===== src/rtl/keccak_slice_collector.sv =====
// Slice-to-lane converter: gathers 64 slices of 25 bits into 25 lanes of 64 bits, then streams the lanes out.
// Optional sticky overrun detection is built when SLICE_COLLECT_OVERRUN_EN is defined.
module keccak_slice_collector #(
  parameter int SLICES = 64,
  parameter int LANES  = 25
) (
  input  logic              clk,
  input  logic              rst,
  input  logic              start,
  input  logic [LANES-1:0]  sliceIn,
  input  logic              sliceValid,
  output logic              sliceReady,
  output logic [SLICES-1:0] laneOut,
  output logic [4:0]        laneIdx,
  output logic              laneValid,
  input  logic              laneReady,
  output logic              done,
  output logic              overrun
);

  localparam int SW = $clog2(SLICES);
  localparam int LW = 5;

  typedef enum logic [1:0] {
    ST_IDLE,
    ST_COLLECT,
    ST_EMIT,
    ST_DONE
  } state_t;

  state_t          state_q;
  logic [SW-1:0]   slice_cnt_q;
  logic [SW-1:0]   slice_cnt_d;
  logic [LW-1:0]   lane_cnt_q;
  logic [LW-1:0]   lane_cnt_d;
  logic            slice_last;
  logic            lane_last;
  logic            beat;

  logic [LANES-1:0][SLICES-1:0] lane_store;

  assign slice_last = (slice_cnt_q == SW'(SLICES - 1));
  assign lane_last  = (lane_cnt_q == LW'(LANES - 1));
  assign beat       = (state_q == ST_COLLECT) && sliceValid;

  always_comb begin
    slice_cnt_d = slice_last ? '0 : slice_cnt_q + SW'(1);
    lane_cnt_d  = lane_last ? '0 : lane_cnt_q + LW'(1);
  end

  always_ff @(posedge clk) begin
    if (rst) begin
      state_q     <= ST_IDLE;
      slice_cnt_q <= '0;
      lane_cnt_q  <= '0;
    end else begin
      case (state_q)
        ST_IDLE: begin
          if (start) begin
            state_q     <= ST_COLLECT;
            slice_cnt_q <= '0;
            lane_cnt_q  <= '0;
          end
        end
        ST_COLLECT: begin
          if (sliceValid) begin
            slice_cnt_q <= slice_cnt_d;
            if (slice_last) begin
              state_q <= ST_EMIT;
            end
          end
        end
        ST_EMIT: begin
          if (laneReady) begin
            lane_cnt_q <= lane_cnt_d;
            if (lane_last) begin
              state_q <= ST_DONE;
            end
          end
        end
        default: begin
          state_q <= ST_IDLE;
        end
      endcase
    end
  end

  // Each lane register takes one bit per beat, at the column selected by the slice counter.
  for (genvar gi = 0; gi < LANES; gi++) begin : g_lane
    logic [SLICES-1:0] lane_q;

    always_ff @(posedge clk) begin
      if (beat && !rst) begin
        lane_q[slice_cnt_q] <= sliceIn[gi];
      end
    end

    assign lane_store[gi] = lane_q;
  end

  assign sliceReady = (state_q == ST_COLLECT);
  assign laneValid  = (state_q == ST_EMIT);
  assign done       = (state_q == ST_DONE);
  assign laneOut    = (state_q == ST_EMIT) ? lane_store[lane_cnt_q] : '0;
  assign laneIdx    = (state_q == ST_EMIT) ? lane_cnt_q : '0;

`ifdef SLICE_COLLECT_OVERRUN_EN
  logic overrun_q;

  always_ff @(posedge clk) begin
    if (rst) begin
      overrun_q <= 1'b0;
    end else if (sliceValid && (state_q != ST_COLLECT)) begin
      overrun_q <= 1'b1;
    end
  end

  assign overrun = overrun_q;
`else
  assign overrun = 1'b0;
`endif

endmodule


===== config.mk =====
export PLATFORM = sky130hd
export DESIGN_NAME = keccak_slice_collector
export DESIGN_NICKNAME = d
export VERILOG_FILES = /design/src/rtl/keccak_slice_collector.sv
export SDC_FILE = /design/constraint.sdc
export NUM_CORES = 2
export LEC_CHECK = 0
export CAP_MARGIN = 10
export CORE_UTILIZATION = 62
export DETAILED_ROUTE_END_ITERATION = 16
export MAX_ROUTING_LAYER = met4
export PLACE_DENSITY = 0.89
export SLEW_MARGIN = 40
export SYNTH_ARGS = -nofsm -noshare
export SYNTH_HDL_FRONTEND = slang
export SYNTH_SLANG_ARGS = --single-unit
export TNS_END_PERCENT = 5

===== constraint.sdc =====
create_clock -name clk -period 4.05 [get_ports clk]
set_input_delay 0.405 -clock clk [delete_from_list [all_inputs] [get_ports clk]]
set_output_delay 0.405 -clock clk [all_outputs]
set_load 0.03 [all_outputs]

* After elaboration in Yosys (flattened, before gate mapping) *
Index checks and enable logic that the tools add are counted.

operators by class
  add/subtract/negate cells = 2
  $lt $le $gt $ge = 3
  equality and inequality tests = 10
  mux-type cells = 45
  reduce and logical (&&, ||, !) cells = 10

operator list
  operator                                                    number
  bitwise mux 64 bit                                          25
  binary-select mux 64 bit (select 5 bit)                     1
  2-to-1 mux 64 bit                                           2
  2-to-1 mux 5 bit                                            4
  2-to-1 mux 6 bit                                            3
  case mux 6 bit (2 select lines)                             1
  2-to-1 mux 2 bit                                            5
  case mux 5 bit (2 select lines)                             1
  less-than comparator 6 x 7 -> 1 bit, second input constant  1
  adder 6 x 1 -> 6 bit, second input constant                 1
  demux 1 bit (select 6 bit)                                  1
  == test 6 bit, second input constant                        1
  >= comparator 6 x 1 -> 1 bit, second input constant         1
  less-than comparator 5 x 6 -> 1 bit, second input constant  1
  inequality test 2 x 1 -> 1 bit, second input constant       3
  case mux 2 bit (3 select lines)                             1
  AND reduction 3 bit                                         2
  adder 5 x 1 -> 5 bit, second input constant                 1
  == test 5 bit, second input constant                        1
  AND reduction 5 bit                                         1
  == test 2 bit, second input constant                        2
  inequality test 2 bit, second input constant                2
  nonzero test 2 bit                                          2
  logical AND 1 bit                                           3
  4 further kinds                                             4

word-level totals
  flip-flop bits (word level) = 1613
  input bits = 30
  output and inout port bits = 73
  word-level logic and storage cells = 98

* Depth between registers and ports, before layout *
  depth in word-level cells = 5
  mapped depth = 11
  mapped depth without buffers = 6

* Worst setup path after synthesis *
No wires, ideal clock.

  path type = flip-flop to flip-flop
  start point = register state_q[1]
  end point = register g_lane[0].lane_q[63], enable pin
  setup time = 0.407 ns
  arrival time = 2.806 ns
  path slack = 0.837 ns
  cell stages (with the launch flop) = 8
  path buffers = 1
  clock period less this slack = 3.213 ns
  cells stage by stage = dfxtp_1 inv_1 ha_1 clkbuf_1 nand2_1 nor3b_1 nand3_1 nor2_1

between the ends
  cells in the longest elaborated chain, start to end = 3

ends and longest elaborated chain
  element                        line  source
  start, declared                31    state_t state_q;
  start signal, assigned         53    state_q <= ST_IDLE;
  start signal, assigned         60    state_q <= ST_COLLECT;
  start signal, assigned         69    state_q <= ST_EMIT;
  == test 2 x 1 -> 1 bit         --
  via sliceReady                 12    output logic sliceReady,
  logical AND 1 bit              44    assign beat = (state_q == ST_COLLECT) && sliceValid;
  logical AND 1 bit              93    if (beat && !rst) begin
  end signal, assigned by index  94    lane_q[slice_cnt_q] <= sliceIn[gi];
  end, declared                  90    logic [SLICES-1:0] lane_q;

The timed path passes the listed nets, and every way through them passes these cells.
A chain may end at the register's enable or synchronous reset.

* Worst setup path after layout *
  start point = register lane_cnt_q[2]
  end point = output port laneOut[45]

between the ends
  cells in the longest elaborated chain, start to end = 3

ends and longest elaborated chain
  element                                  line  source
  start, declared                          34    logic [LW-1:0] lane_cnt_q;
  start signal, assigned                   75    lane_cnt_q <= lane_cnt_d;
  binary-select mux 64 bit (select 5 bit)  104   assign laneOut = (state_q == ST_EMIT) ? lane_store[lane_cnt_q] : '0;
  2-to-1 mux 64 bit (not written as such)  104
  2-to-1 mux 64 bit                        104
  end, declared                            13    output logic [SLICES-1:0] laneOut,

No other way between the ends. The select of a mux whose other input is x is not followed.

==> reports/metrics.csv <==
metric,value,unit
crit path capture type,output port,
FP Rows,116,
Synthesized Nets,3389,
"Design Area, Final",71300,µm²
CTS max path bufs,3,
Tcrit/Tclk final,99.8,%
Synth area leader,edfxtp_1,
NumNets Final,3561,
initial drt markers,5499,
worst skew pair latency,0.77,ns
global route overflow,0,
share of cells above drive strength 1,16.0,%
P&R area growth vs syn,13.3,%
Initial Util,62.7,%
CTS tree,built,
Antenna Nets Post-Route,0,
Util after Layout,71.1,%
Async SR Flop Fraction,0,%
largest net degree at the start of global routing,89,
initial antenna violation count,3,
critical path peak fanout,31,
Final GP Congestion,0.809,
P_leak,0.0213,µW
vias per std cell,7.08,
Die X-Extent,321,µm
Yosys top cell area share,76.4,%
DP Area,66400,µm²
hpwl dp,76400,µm
total number of vias,35400,
IO buf count,101,
minimum clock period,4.04,ns
YS warnings,0,
Die Y,321,µm
area of the mapped netlist,62900,µm²
fmax,247,MHz
WP data arrival,3.64,ns
core area,100000,µm²
slew margin rel.,36.5,%
H-tree depth,4,
number of setup violations in the final report,0,
gr usage total,33.3,%
Filler cells,5300,
final slew viol count,0,
pwr dens,496,nW/µm²
DRC Markers,0,
post-synthesis sequential area ratio,76.8,%
Synth area leaders,"edfxtp_1, mux2i_1, a22oi_1",
Clock Sinks,1613,
final-report hold violation count,0,
Setup Crit Path Kind,flop to output port,
status,finished clean,
Worst setup SP type,flop,
DRT Wirelength,166000,µm
class of the worst hold path,input pin to flop,
CTS buffer count,152,
Post-synth top flop,edfxtp_1,
Yosys cell types,47,
root buffer cell,clkbuf_16,
maximum VDD drop,0.413,mV
die area,103000,µm²
Setup Skew,0.0387,ns
first-pass GRT wire length,237000,µm
clock slew seen by the registers of the worst setup and hold paths,0.07,ns
vias in the first global route,36400,
Post-Syn Instances,3352,
Post-synth EDFFs,1600,
unrepaired setup endpoints after global routing,false,
drt pass-1 iters,6,
Worst Tran Pin Value,0.951,ns
setup TNS,0,ns
wire per inst,33.2,µm
WP data required,3.64,ns
"Avg Cell Area, Syn",18.8,µm²
I/O pin count,103,
Max Cap Viol,0,
Seq cells post-synth,1613,
## flip-flops by register name, summed over array words and instances, names as in the netlist
name and flops:
lane_cnt_q 5, g_lane.lane_q 1600, slice_cnt_q 6, state_q 2
## synth_stat cells, types with 13 or more instances
library cell     n
mux4_2          64
buf_1           29
edfxtp_1      1600
o211ai_1        65
buf_4           18
nand3_1        134
nor2_1         139
buf_6           28
buf_2           46
a2bb2oi_1       64
mux2i_1        644
clkbuf_1        72
a22oi_1        257
a221o_1         64
nand2_1         16
dfxtp_1         13
## final timing paths
kind | depth (start not counted) | slack [ns] | startpoint | to
min | 1 | 0.16 | sliceIn[11] | g_lane[11].lane_q[58]
max | 6 | 0.007 | lane_cnt_q[2] | laneOut[45]
max reg2reg | 8 | 0.68 | state_q[1] | g_lane[22].lane_q[35]
min reg2reg | 2 | 0.55 | state_q[0] | state_q[0]
## power breakdown
group          leakage, µW  switching (µW)  internal, µW
logic              0.00448            1780          1050
registers           0.0145            48.7         18400
clock network      0.00238            6090          8000
## per-stage QoR
| step | total power, µW | instances | worst slack (ns) | hold WS (ns) |
|---|---|---|---|---|
| after floorplan | 20200 | 3352 | 0.837 | 0.481 |
| after global placement | 21400 | 4722 | 0.866 | 0.497 |
| after detailed placement | 21500 | 4725 | 0.832 | 0.521 |
| after CTS | 35300 | 4998 | 0.0856 | 0.125 |
| after global routing | 36000 | 5001 | 0.00361 | 0.149 |
| final | 35300 | 5001 | 0.00704 | 0.155 |
## routing by layer
metal	track usage, %	part of all wire (%)	vias to the layer above
li1	-	-	14000
met1	39.2	32	17400
met2	52.7	49	3258
met3	7.43	13	780
met4	20.0	6.5	0
met5	-	0	-
## cells by family (layout without fill, tap and decap cells)
group | count (synthesis) | after routing | share of synthesized area (%)
flops | 1613 | 1613 | 76.8
mux | 708 | 708 | 12.5
compound gates | 470 | 470 | 5.94
simple gates | 333 | 333 | 2.46
buf+inv | 217 | 507 | 2.11
fa+ha+maj | 7 | 7 | 0.139
xor+xnor | 3 | 3 | 0.0418
other cells | 1 | 3 | 0.00596
## area by class of cell
cell class	instances	area (µm²)	area share (%)
Clock buffer	188	4050	5.67
Inverter	7	26.3	0.0368
Tap cell	1357	1700	2.38
Antenna cell	2	5.00	0.00702
Multi-Input combinational cell	1522	13500	19.0
Timing Repair Buffer	228	2870	4.02
Clock inverter	84	820	1.15
Sequential cell	1613	48300	67.8
## critical path: stages, from the launching register on
cell,delay [ns]
dfxtp_4,0.65
nor2b_4,0.61
buf_4,0.62
a22oi_1,0.23
nand3_1,0.18
o211ai_1,0.32
buf_12,0.26
## repair_timing
| action | CTS | global route |
|---|---|---|
| gates resized for setup | 0 | 1 |
| setup endpoints to repair | 1 | 3 |
| pin swaps | 0 | 0 |
| buffers inserted | 1 | 0 |
| hold buffers | 0 | 0 |
## cell usage in the layout (no fill, tap or decap), drive strengths merged, types with 16 or more instances in the layout
cell     netlist  layout
edfxtp      1600    1600
mux2i        644     644
a22oi        257     257
buf          135     216
clkbuf        75     188
nor2         139     139
nand3        134     134
o211ai        65      65
a221o         64      64
mux4          64      64
a2bb2oi       64      64
clkinv         0      61
nand2         16      16
(Power assumes the default switching activity.)
